--- src/rtl/multiword_add_seq.sv ---
// ----------------------------------------------------------------------------
// multiword_add_seq
//
// Performs a wide (N*WORDS-bit) add or subtract with a single N-bit adder
// slice. The slice is reused over several cycles, least-significant word
// first, and the carry is chained from one slice to the next. Both sides use
// a valid/ready handshake. The block reports three results: the wide sum, the
// final carry, and the signed overflow of the full-width operation.
//
// Parameters
//   N        width of the adder slice in bits (N >= 2)
//   WORDS    number of slices per operation (WORDS >= 1)
//
// Ports
//   Clk        clock; all state changes on the rising edge
//   RstN       asynchronous reset, active low
//   InValid    request: InputA, InputB and Sub are valid
//   InReady    a request can be accepted (sequencer is idle)
//   InputA     operand A, W = N*WORDS bits
//   InputB     operand B, W bits
//   Sub        0 selects A+B, 1 selects A-B
//   OutValid   OutSum, CarryOut and OverFlow hold a completed result
//   OutReady   the consumer takes the result
//   OutSum     result, modulo 2^W
//   CarryOut   carry out of bit W-1 (for a subtract, 1 means no borrow)
//   OverFlow   signed overflow of the W-bit operation
// ----------------------------------------------------------------------------
module multiword_add_seq #(
   parameter int N     = 16,
   parameter int WORDS = 4
) (
   input  logic               Clk,
   input  logic               RstN,
   input  logic               InValid,
   output logic               InReady,
   input  logic [N*WORDS-1:0] InputA,
   input  logic [N*WORDS-1:0] InputB,
   input  logic               Sub,
   output logic               OutValid,
   input  logic               OutReady,
   output logic [N*WORDS-1:0] OutSum,
   output logic               CarryOut,
   output logic               OverFlow
);

   localparam int W    = N * WORDS;
   localparam int IdxW = (WORDS > 1) ? $clog2(WORDS) : 1;

   typedef enum logic [1:0] {
      IDLE = 2'd0,
      RUN  = 2'd1,
      DONE = 2'd2
   } stateT;

   stateT            state;
   stateT            nextState;

   logic [W-1:0]     opA;
   logic [W-1:0]     opB;
   logic             carry;
   logic [IdxW-1:0]  idx;

   logic [N-1:0]     sliceA;
   logic [N-1:0]     sliceB;
   logic [N-1:0]     sliceSum;
   logic             sliceCarry;
   logic             lastSlice;
   logic             sliceOverflow;

   // The handshake outputs come straight from the state. This means a request
   // is only taken in IDLE and a result is only offered in DONE.
   assign InReady  = (state == IDLE);
   assign OutValid = (state == DONE);

   // State register. An asynchronous reset drops any operation in flight.
   always_ff @(posedge Clk or negedge RstN) begin
      if (!RstN) begin
         state <= IDLE;
      end else begin
         state <= nextState;
      end
   end

   // Next-state logic. RUN lasts exactly WORDS cycles. DONE waits for the
   // consumer. OutReady has no effect in any other state.
   always_comb begin
      nextState = state;
      case (state)
         IDLE: if (InValid) nextState = RUN;
         RUN:  if (lastSlice) nextState = DONE;
         DONE: if (OutReady) nextState = IDLE;
         default: nextState = IDLE;
      endcase
   end

   // One slice of the shared adder. For a subtract, B was inverted when it was
   // captured and the carry was preset to 1. Because of that, this path is a
   // plain add in both modes. Overflow only matters on the top slice: it is
   // set when both operand sign bits differ from the sign bit of the result.
   always_comb begin
      sliceA                 = opA[idx*N +: N];
      sliceB                 = opB[idx*N +: N];
      {sliceCarry, sliceSum} = {1'b0, sliceA} + {1'b0, sliceB} + {{N{1'b0}}, carry};
      lastSlice              = (idx == IdxW'(WORDS - 1));
      sliceOverflow          = (opA[W-1] ^ sliceSum[N-1]) & (opB[W-1] ^ sliceSum[N-1]);
   end

   // Datapath registers. When a request is accepted, the operands are
   // captured, so the producer may change its inputs right away. Each RUN
   // cycle writes one slice of OutSum. The result registers hold their value
   // through IDLE until the next operation overwrites them. The slice index
   // goes back to zero after the last slice, so it never counts past WORDS-1.
   always_ff @(posedge Clk or negedge RstN) begin
      if (!RstN) begin
         opA      <= '0;
         opB      <= '0;
         carry    <= 1'b0;
         idx      <= '0;
         OutSum   <= '0;
         CarryOut <= 1'b0;
         OverFlow <= 1'b0;
      end else begin
         case (state)
            IDLE: begin
               if (InValid) begin
                  opA   <= InputA;
                  opB   <= InputB ^ {W{Sub}};
                  carry <= Sub;
                  idx   <= '0;
               end
            end
            RUN: begin
               OutSum[idx*N +: N] <= sliceSum;
               carry              <= sliceCarry;
               if (lastSlice) begin
                  CarryOut <= sliceCarry;
                  OverFlow <= sliceOverflow;
                  idx      <= '0;
               end else begin
                  idx <= idx + IdxW'(1);
               end
            end
            default: begin
            end
         endcase
      end
   end

endmodule

--- config.mk ---
export PLATFORM = sky130hd
export DESIGN_NAME = multiword_add_seq
export DESIGN_NICKNAME = d
export VERILOG_FILES = /design/src/rtl/multiword_add_seq.sv
export SDC_FILE = /design/constraint.sdc
export NUM_CORES = 1
export LEC_CHECK = 0
export BUFFER_PORTS_ARGS = -buffer_cell sky130_fd_sc_hd__buf_2
export CORE_MARGIN = 2
export CORE_UTILIZATION = 50
export DETAILED_ROUTE_END_ITERATION = 10
export PLACE_DENSITY = 0.82
export SLEW_MARGIN = 40
export SYNTH_ARGS = -nofsm -noshare
export SYNTH_HDL_FRONTEND = slang
export SYNTH_SLANG_ARGS = --single-unit
--- constraint.sdc ---
create_clock -name Clk -period 3.4 [get_ports Clk]
set_input_delay 0.68 -clock Clk [delete_from_list [all_inputs] [get_ports Clk]]
set_output_delay 0.68 -clock Clk [all_outputs]
set_load 0.02 [all_outputs]
# After elaboration in Yosys (flattened, before gate mapping)
# Cells that the tools add are included.
[totals] regBits=199 in_bits=133 output_inout_bits=68 wordCells=42
[classes] add_sub_neg=4 eq_ne=6 shift=4 n_mux=10 bitwise_logic=4 reduce_logical=6
[op_table] op="variable part select 64 x 7 -> 16 bit" count=2
[op_table] op="bitwise mux 64 bit" count=1
[op_table] op="variable shift 16 x 34 -> 64 bit, first input constant" count=1
[op_table] op="variable part select 16 x 34 -> 64 bit" count=1
[op_table] op="bitwise XOR 64 bit" count=1
[op_table] op="negation 6 -> 34 bit" count=1
[op_table] op="adder 16 x 16 -> 17 bit" count=1
[op_table] op="adder 17 x 1 -> 17 bit" count=1
[op_table] op="two-way mux 2 bit" count=5
[op_table] op="case mux 2 bit (3 select lines)" count=1
[op_table] op="AND reduction 2 bit" count=3
[op_table] op="equality test 2 bit, second input constant" count=2
[op_table] op="inequality test 2 bit, second input constant" count=2
[op_table] op="case mux 2 bit (2 select lines)" count=1
[op_table] op="AND reduction 3 bit" count=1
[op_table] op="adder 2 x 1 -> 2 bit, second input constant" count=1
[op_table] op="equality test 2 x 1 -> 1 bit, second input constant" count=1
[op_table] op="logical NOT 2 bit" count=1
[op_table] op="inequality test 2 x 1 -> 1 bit, second input constant" count=1
[op_table] op="case mux 1 bit (2 select lines)" count=1
[op_table] op="nonzero test 2 bit" count=1
[op_table] op="bitwise XOR 1 bit" count=2
[op_table] op="bitwise AND 1 bit" count=1
[op_table] op="two-way mux 1 bit" count=1

# Depth between registers and ports, before layout
# Gate-level depths: netlist of the first run.
[logic_depth] ltp_word=5 ltp_mapped=11 mapped_depth_nobuf=9

# Worst setup path before layout of the first run
# OpenSTA, ideal clock, no wires.
[synth_path] kind="register to register" from="register idx[0]" to="register OutSum[30]" setup_time_ns=0.132 arrival_ns=3.505 required_ns=3.268 path_slack_ns=-0.237 stages_incl_launch_ff=12 path_buffers=2 synth_period_minus_slack_ns=3.637 path_cell_list="dfrtp_1 -> buf_2 -> buf_2 -> mux4_2 -> fa_1 -> fa_1 -> a21oi_1 -> o21ai_2 -> a41oi_2 -> o21ai_1 -> a311oi_2 -> o21ai_1"
[synth_via] elab_chain_len=5 word_cells_on_any_way=8 classes_between="add/sub: 3; shift: 4; mux: 1"
[synth_lines] item="from (decl)" line_no="61" text="logic [IdxW-1:0] idx;"
[synth_lines] item="from (signal assigned)" line_no="140" text="idx <= idx + IdxW'(1);"
[synth_lines] item="variable part select 64 x 7 -> 16 bit (on tied branches)" line_no="101, 102"
[synth_lines] item="adder 16 x 16 -> 17 bit" line_no="103" text="{sliceCarry, sliceSum} = {1'b0, sliceA} + {1'b0, sliceB} + {{N{1'b0}}, carry};"
[synth_lines] item="adder 17 x 1 -> 17 bit" line_no="103"
[synth_lines] item="variable part select 16 x 34 -> 64 bit" line_no="133" text="OutSum[idx*N +: N] <= sliceSum;"
[synth_lines] item="bitwise mux 64 bit (*)" line_no="133"
[synth_lines] item="to (signal, indexed assignment)" line_no="133"
[synth_lines] item="to (decl)" line_no="41" text="output logic [N*WORDS-1:0] OutSum,"
# Mark *: on every way between the ends. The rest lies on a longest branch, timed or not.
# A chain may end at the register's enable or synchronous reset.

# Final worst setup path of the first run
[layout_path] from="register idx[0]" to="register OutSum[44]"
# The elaborated chain is that of the path after synthesis.

==> flow_summary.toml, run 1 <==
[power_and_ir_drop]
p_total_w = 0.0129
swShare = 0.441
combPwrFrac = 0.546
powerDensity_mw_per_mm2 = 1130
peakVddDrop_mv = 0.624
p_int_w = 0.00719
p_leak_nw = 5.75
p_sw_w = 0.00568
pwr-share-clk = 0.154
power_frac_seq = 0.300

[timing]
tightest_slew_ns = 0.782
finalHoldViolations = 0
finalCritPeriodShare = 0.953
setup_slack_ns = 0.158
fin_worst_skew_ns = 0.00852
fmax_mhz = 308
finalSetupViolCount = 0
drv_slew = 0
slew_headroom = 0.478
fin_hold_ws_ns = 0.292
fin_crit_ns = 3.24

[critical_path]
path_max_fanout = 6
critPathLaunchType = "flip-flop"
arrival_ns = 3.56
criticalPathCategory = "flip-flop to flip-flop"
r2r_start = "idx[0]"
worstPathRequired_ns = 3.71
reg2reg_setup_slack_ns = 0.16
timing.rr.end = "OutSum[44]"
crit_path_end_kind = "flip-flop"
r2r_cells = 10

[clock_tree]
cts_inserted_buffers = 17
htree_levels = 4
clk_latency_ns = 0.43
cts.clk_slew.worst_paths_ns = 0.07
cts_max_path_buffers = 2
cts_tree = "done"
numClockSinks = 199
root_buffer = "clkbuf_16"

[floorplan]
fp.dieW_um = 142
rows = 50
ios = 201
start_util = 0.509
dieHeight_um = 142
coreArea_mm2 = 0.0186
die-area_mm2 = 0.0201

[yosys]
synth_nets = 1054
yosysWarnings = 0
synth_top_area_frac = 0.524
synthCells = 898
yosysSeqAreaShare = 0.524
yosys_register_bits = 199
synth_top_area_cell = "dfrtp_1"
ys_types = 50
synthArstFlopShare = 1.00
synth_area_leaders = "dfrtp_1 (52%), nand2_1 (11%), mux4_2 (7.6%)"
synth_area_mm2 = 0.00950
synthFlopType = "dfrtp_1"
syn_area_per_cell_um2 = 10.6
synth_edf_count = 0

[place]
dp_slack_ns = 0.106
dp_hpwl_um = 17200
io_buffer_count = 200
place_congestion = 0.876
dpl-instance-area_mm2 = 0.0108

[global_routing]
grt.overflow.total = 0
grt_usage = 0.238
antenna_found_initial = 0
grt_pass1_wl_um = 37000
grt_max_degree = 86
grt_pass1_vias = 7096

[final_layout]
final_cell_mix = "nand2_1 (285), buf_2 (198), dfrtp_1 (197), o21ai_0 (77), xnor2_1 (70)"
multi_input_area_mm2 = 0.00425
final_core_util = 0.613
antenna_cells = 0
filler_cell_count = 1495
drive_gt1_frac = 0.285
area_delta_synth_final_pct = 20.3
final_common_cell = "nand2_1"
final_area_mm2 = 0.0114
ff_latch_area_mm2 = 0.00498
final_nets = 1245

[run_status]
status = "finished clean"

[detailed_routing]
drc = 0
drtPass1Iterations = 5
finalWirelength_um = 23400
ant_nets = 0
wl_per_cell_um = 17.5
drt-initial-drc-count = 439
dr_total_vias = 7341
vias_per_cell = 5.50

[job]
cap_violations = 0

[min_path]
hold_path_class = "input pin to async pin"
[state kept, by name (all words and copies together) (netlist names)]
signal / cells
OutSum: 64
opA: 64
opB: 64
idx: 2
state: 2
CarryOut: 1
OverFlow: 1
carry: 1
[power by group through the flow]
stage                     Clock [W]  Combinational [W]  Sequential, W
after global routing        0.00210            0.00766        0.00395
after floorplan                   0            0.00463        0.00389
final                       0.00198            0.00702        0.00386
after global placement            0            0.00657        0.00384
after detailed placement          0            0.00675        0.00389
after CTS                   0.00201            0.00680        0.00385
[stage by stage]
| step | std cells | TNS [ns] |
|---|---|---|
| 4_1_cts | 1329 | 0 |
| 5_1_grt | 1334 | -0.00109 |
| 3_5_place_dp | 1299 | 0 |
| 6_report | 1334 | 0 |
| 3_3_place_gp | 1299 | 0 |
| 2_1_floorplan | 898 | 0 |
[worst max-delay path by stage]
| stage | startpoint | to | slack (ns) | cells after the start |
|---|---|---|---|---|
| 2_1_floorplan | idx[0] | OutSum[30] | 0.06 | 11 |
| 3_3_place_gp | idx[0] | OutSum[46] | 0.26 | 9 |
| 3_5_place_dp | idx[0] | OutSum[30] | 0.11 | 9 |
| 4_1_cts | idx[0] | OutSum[30] | 0.08 | 9 |
| 5_1_grt | idx[0] | OutSum[45] | -0.001 | 10 |
| 6_report | idx[0] | OutSum[44] | 0.16 | 10 |
[cells in the mapped netlist (all sizes together) (3+ instances only)]
master	n
o21ai	84
a21oi	9
inv	12
mux4	32
xnor2	70
nand3	6
o21bai	6
nor2	10
nand2	287
xor2	6
nand4	3
a21o	3
a22o	56
buf	23
dfrtp	199
ha	21
clkbuf	35
nand2b	3
[layer usage]
layer  track usage  vias up  routed length (um)
met5             0        -                   0
met4        0.0800        0                 486
met3        0.0385       34                1380
met2         0.395      301               11500
met1         0.321     3557               10100
li1              -     3449                   -
[cell families after synthesis]
logic type               share of synthesized area
buffers and inverters                       0.0310
AO/OA/AOI/OAI                                0.128
AND/OR/NAND/NOR                              0.138
XOR/XNOR                                    0.0701
flip-flops                                   0.524
multiplexers                                0.0770
adder cells (fa/ha/maj)                     0.0319
[worst max-delay path, stage by stage (launching register included)]
cell     delay, ns
dfrtp_2       0.43
mux4_2        0.54
fa_1          0.45
fa_2          0.39
a21oi_2       0.21
o21ai_2       0.10
a41oi_4       0.31
o21ai_0       0.16
xor2_1        0.18
buf_4         0.15
a22o_1        0.20
[final cells by class]
type	instances	area share
Clock inverter	11	0.0108
Multi-Input combinational cell	629	0.372
Sequential cell	199	0.436
Tap cell	234	0.0256
Timing Repair Buffer	230	0.112
Inverter	12	0.00394
Clock buffer	19	0.0396
[repair_timing]
item | 4_1_cts | 5_1_grt
hold buffers | 0 | 0
endpoints found under the setup margin | 0 | 12
resized for setup | 0 | 3
setup buffers | 0 | 4
endpoints found under the hold margin | 0 | 0
No activity file was read; power rests on OpenSTA's default activity.
==> run 2: changes to the inputs <==
Settings changed: GPL_TIMING_DRIVEN set to 0.
==> run 2 against run 1 <==
Effect of this change: routed wire length increased by 12%; critical endpoint is now OutSum[62]; first-iteration DRC count grew 21%; cell area is 2.3% higher; fmax decreased by 3.7%; sequential power barely moved; global-route usage increased by 2.8 points; sequential share of layout area is 1.0 points lower; utilization increased by 1.4 points; critical path depth up 3.
==> flow_summary.toml, run 2 (synthesis gave the netlist of run 1 again) <==
[final_layout]
filler_cell_count = 1468
antenna_cells = 0
final_core_util = 0.627
final_common_cell = "nand2_1"
final_nets = 1288
drive_gt1_frac = 0.292
area_delta_synth_final_pct = 23.1
final_cell_mix = "nand2_1 (286), buf_2 (213), dfrtp_1 (197), o21ai_0 (76), xnor2_1 (70)"
reg_top3 = "OutSum (64), opA (64), opB (64)"

[job]
cap_violations = 0

[timing]
drv_slew = 0
fin_crit_ns = 3.37
finalHoldViolations = 0
fin_worst_skew_ns = 0.0134
finalCritPeriodShare = 0.991
tightest_slew_ns = 0.752
setup_slack_ns = 0.0321
slew_headroom = 0.499
finalSetupViolCount = 0
fmax_mhz = 297

[global_routing]
antenna_found_initial = 0
grt_max_degree = 77
grt_pass1_vias = 7621
grt_usage = 0.265
grt_pass1_wl_um = 40400
grt.overflow.total = 0

[power_and_ir_drop]
peakVddDrop_mv = 0.702
p_int_w = 0.00741
swShare = 0.456
p_total_w = 0.0136
pwr-share-clk = 0.143
combPwrFrac = 0.573
powerDensity_mw_per_mm2 = 1170
power_frac_seq = 0.284
p_leak_nw = 5.81
p_sw_w = 0.00621

[clock_tree]
cts_tree = "done"
root_buffer = "clkbuf_16"
numClockSinks = 199
cts.clk_slew.worst_paths_ns = 0.07
clk_latency_ns = 0.44
cts_inserted_buffers = 17
htree_levels = 4
cts_max_path_buffers = 2

[place]
dp_slack_ns = -0.840
dp_hpwl_um = 19400
io_buffer_count = 199
place_congestion = 0.924

[run_status]
status = "finished clean"

[floorplan]
fp.dieW_um = 142
coreArea_mm2 = 0.0186
die-area_mm2 = 0.0201
start_util = 0.509
dieHeight_um = 142
rows = 50
ios = 201

[critical_path]
critPathLaunchType = "flip-flop"
crit_path_end_kind = "flip-flop"
worstSetupStartpoint = "idx[0]"
r2r_start = "idx[0]"
timing.rr.end = "OutSum[62]"
setup.worst_path.end = "OutSum[62]"
criticalPathCategory = "flip-flop to flip-flop"
r2r_cells = 13
reg2reg_setup_slack_ns = 0.03
arrival_ns = 3.73
worstPathRequired_ns = 3.76
path_max_fanout = 7

[detailed_routing]
vias_per_cell = 5.65
wl_per_cell_um = 19.0
dr_total_vias = 7792
ant_nets = 0
finalWirelength_um = 26200
drtPass1Iterations = 7
drc = 0
drt-initial-drc-count = 531

[min_path]
hold_path_class = "input pin to async pin"
-- run 2: changes by cell type in the layout (fill, tap and decap cells not counted), moves of 3 or more --
cell,previous run,this run
xor2_1,6,2
ha_2,0,3
buf_4,27,17
clkinvlp_4,0,4
clkbuf_1,0,32
buf_2,198,213
xor2_2,0,4
ha_1,21,18
-- run 2: repair_timing --
item | CTS | global route
pin swaps | 4 | 7
resized for setup | 25 | 10
hold buffers | 0 | 0
setup buffers | 7 | 9
endpoints found under the setup margin | 43 | 27
-- run 2: power groups by stage --
| stage | combinational [W] | clock [W] | sequential, W |
|---|---|---|---|
| global placement | 0.00663 | 0 | 0.00381 |
| global route | 0.00842 | 0.00206 | 0.00395 |
| floorplan | 0.00463 | 0 | 0.00389 |
| detailed placement | 0.00683 | 0 | 0.00386 |
| finish | 0.00781 | 0.00195 | 0.00387 |
| CTS | 0.00739 | 0.00196 | 0.00384 |
-- run 2: final cells by class --
cell class / count / area, um2 / share of cell area
inverters: 12 / 45.0 / 0.00385
clock inverters: 12 / 116 / 0.00995
repair buffers: 217 / 1200 / 0.102
plain buffers: 56 / 293 / 0.0250
flip-flops and latches: 199 / 4980 / 0.426
clock buffers: 20 / 447 / 0.0382
well taps: 234 / 293 / 0.0250
multi-input cells: 629 / 4320 / 0.369
-- run 2: worst min path at each step --
stage | slack (ns) | to | depth (start not counted)
floorplan | 0.38 | CarryOut | 0
detailed placement | 0.46 | opA[59] | 2
finish | 0.18 | opA[16] | 1
CTS | 0.19 | opA[2] | 1
global placement | 0.45 | opA[58] | 2
global route | 0.22 | opA[16] | 1
-- run 2: stage by stage --
stage               instance area (um2)  cells  hold slack [ns]  setup TNS, ns
finish                            11700   1379            0.176              0
global route                      11700   1379            0.217        -0.0288
CTS                               11600   1371            0.189              0
detailed placement                10900   1333            0.461         -20.90
global placement                  10800   1331            0.453        -317.09
floorplan                          9500    898            0.384              0
-- run 2: critical path, stage by stage, from the launching register on --
cell and delay, ns:
dfrtp_2 0.40, buf_12 0.14, buf_12 0.13, mux4_2 0.56, fa_2 0.41, fa_2 0.37
a21oi_2 0.19, o21ai_2 0.11, a41oi_4 0.26, buf_6 0.15, o2111a_1 0.20, a311oi_2 0.05
buf_4 0.18, o21ai_1 0.13
-- run 2: per-layer routing --
layer  wire (um)  global-route usage  vias up
met5           0                   0        -
met4        1070               0.125        0
met3        1800              0.0395       74
met2       12600               0.432      395
met1       10700               0.353     3791
li1            -                   -     3532
==> run 3: changes to the inputs <==
Settings changed: CORE_ASPECT_RATIO set to 0.9.
==> run 3 against run 2 <==
Effect of this change: critical endpoint is now OutSum[46]; largest power group unchanged; via count fell by 0.77%; power fell by 0.22%; largest cell class unchanged; sequential share of layout area fell by 0.24 points; setup slack got worse by 0.0021 ns; combinational power fell by 0.9%; fmax barely moved.
==> flow_summary.toml, run 3 (synthesis gave the netlist of run 1 again) <==
[detailed_routing]
ant_nets = 0
drc = 0
dr_total_vias = 7732
vias_per_cell = 5.54
drtPass1Iterations = 5
wl_per_cell_um = 18.8
finalWirelength_um = 26200
drt-initial-drc-count = 575

[final_layout]
area_delta_synth_final_pct = 23.8
final_nets = 1293
final_cell_mix = "nand2_1 (286), buf_2 (213), dfrtp_1 (197), o21ai_0 (76), xnor2_1 (70)"
layoutNonFillerInstCount = 1395
reg_top3 = "OutSum (64), opA (64), opB (64)"
antenna_cells = 0
filler_cell_count = 1417
final_common_cell = "nand2_1"
final_core_util = 0.635
drive_gt1_frac = 0.291

[global_routing]
grt.overflow.total = 0
grt_max_degree = 79
grt_pass1_vias = 7589
top_usage_layer = "met2"
grt_use_met2 = 0.433
grtUsageMet3 = 0.0507
grt_pass1_wl_um = 40800
grt_usage = 0.268
antenna_found_initial = 0
gr-usage-met1 = 0.363

[clock_tree]
cts_tree = "done"
cts_inserted_buffers = 17
htree_levels = 4
clk_latency_ns = 0.45
hold_buffers = 0
cts.clk_slew.worst_paths_ns = 0.07
numClockSinks = 199
cts_max_path_buffers = 2
root_buffer = "clkbuf_16"

[place]
io_buffer_count = 199
dp_hpwl_um = 19300
placed_cells = 1344
place_congestion = 0.879

[critical_path]
reg2reg_setup_slack_ns = 0.03
arrival_ns = 3.69
path_max_fanout = 6
worstPathRequired_ns = 3.72
critPathLaunchType = "flip-flop"
criticalPathCategory = "flip-flop to flip-flop"
crit_path_end_kind = "flip-flop"

[floorplan]
fp.dieW_um = 149
dieHeight_um = 135
ios = 201
die-area_mm2 = 0.0201
start_util = 0.513
coreArea_mm2 = 0.0185
rows = 47

[timing]
finalCritPeriodShare = 0.991
finalHoldViolations = 0
drv_slew = 0
fin_crit_ns = 3.37
fin_worst_skew_ns = 0.0146
finalSetupViolCount = 0
fmax_mhz = 297
slew_headroom = 0.532
tightest_slew_ns = 0.701
rsz0062_at_grt = "yes"

[power_and_ir_drop]
powerDensity_mw_per_mm2 = 1160
peakVddDrop_mv = 0.710
p_leak_nw = 5.86

[job]
cap_violations = 0

[run_status]
status = "finished clean"

[min_path]
hold_path_class = "input pin to async pin"
## run 3: changes by cell type in the layout (fill, tap and decap cells not counted), sizes merged
| cell | before | now |
|---|---|---|
| clkinvlp | 4 | 0 |
| clkinv | 3 | 8 |
| buf | 241 | 242 |
| clkbuf | 52 | 55 |
## run 3: report_power, final
part | internal (W) | total (W) | switching, W | leakage (nW)
sequential | 0.00330 | 0.00387 | 0.000576 | 2.55
clock | 0.00103 | 0.00198 | 0.000950 | 0.281
combinational | 0.00302 | 0.00774 | 0.00472 | 3.03
## run 3: final cells by class
type                       instances  area, um2  share of cell area
sequential                       199       4980               0.424
multi-input combinational        629       4300               0.366
clock inverter                    13        141              0.0120
buffer                            57        293              0.0249
timing repair buffer             221       1260               0.107
tap                              245        307              0.0261
clock buffer                      19        433              0.0368
inverter                          12       45.0             0.00383
## run 3: stage by stage
step / power, W / hold slack, ns / setup slack [ns] / TNS, ns / instance area (um2)
after floorplan: 0.00852 / 0.384 / 0.0597 / 0 / 9500
after global placement: 0.0105 / 0.453 / -1.50 / -311.35 / 10800
after detailed placement: 0.0107 / 0.460 / -0.840 / -20.80 / 10900
after CTS: 0.0132 / 0.223 / -0.0104 / -0.0163 / 11600
after global routing: 0.0145 / 0.244 / -0.0363 / -0.0905 / 11800
final: 0.0136 / 0.205 / 0.0300 / 0 / 11800
## run 3: timing repair
action,4_1_cts,5_1_grt
gates resized for setup,22,8
buffers inserted,7,12
pin swaps,4,6
endpoints found under the hold margin,0,0
cloned,0,1
setup endpoints to repair,43,28
## run 3: worst paths after layout
path                             from          to  cells after the start
setup / recovery               idx[0]  OutSum[46]                     13
hold / removal                   RstN   OutSum[1]                      1
setup reg to reg               idx[0]  OutSum[46]                     13
hold reg to reg               opA[17]     opA[17]                      2
max in group asynchronous        RstN     opB[24]                      3
min in group Clk           InputA[33]     opA[33]                      3
## run 3: metal layers
| layer | vias to the layer above | part of all wire |
|---|---|---|
| li1 | 3543 | - |
| met1 | 3744 | 0.41 |
| met2 | 389 | 0.47 |
| met3 | 56 | 0.080 |
| met4 | 0 | 0.032 |
| met5 | - | 0 |
## run 3: worst max-delay path, cell delays in order (launching register included)
cell and delay (ns):
dfrtp_2 0.40, buf_12 0.13, buf_12 0.14, mux4_2 0.57, fa_2 0.40, fa_2 0.38, a21oi_2 0.18, o21ai_2 0.10
a41oi_4 0.25, buf_6 0.15, o21ai_1 0.07, a311oi_2 0.21, buf_4 0.18, o21ai_1 0.07
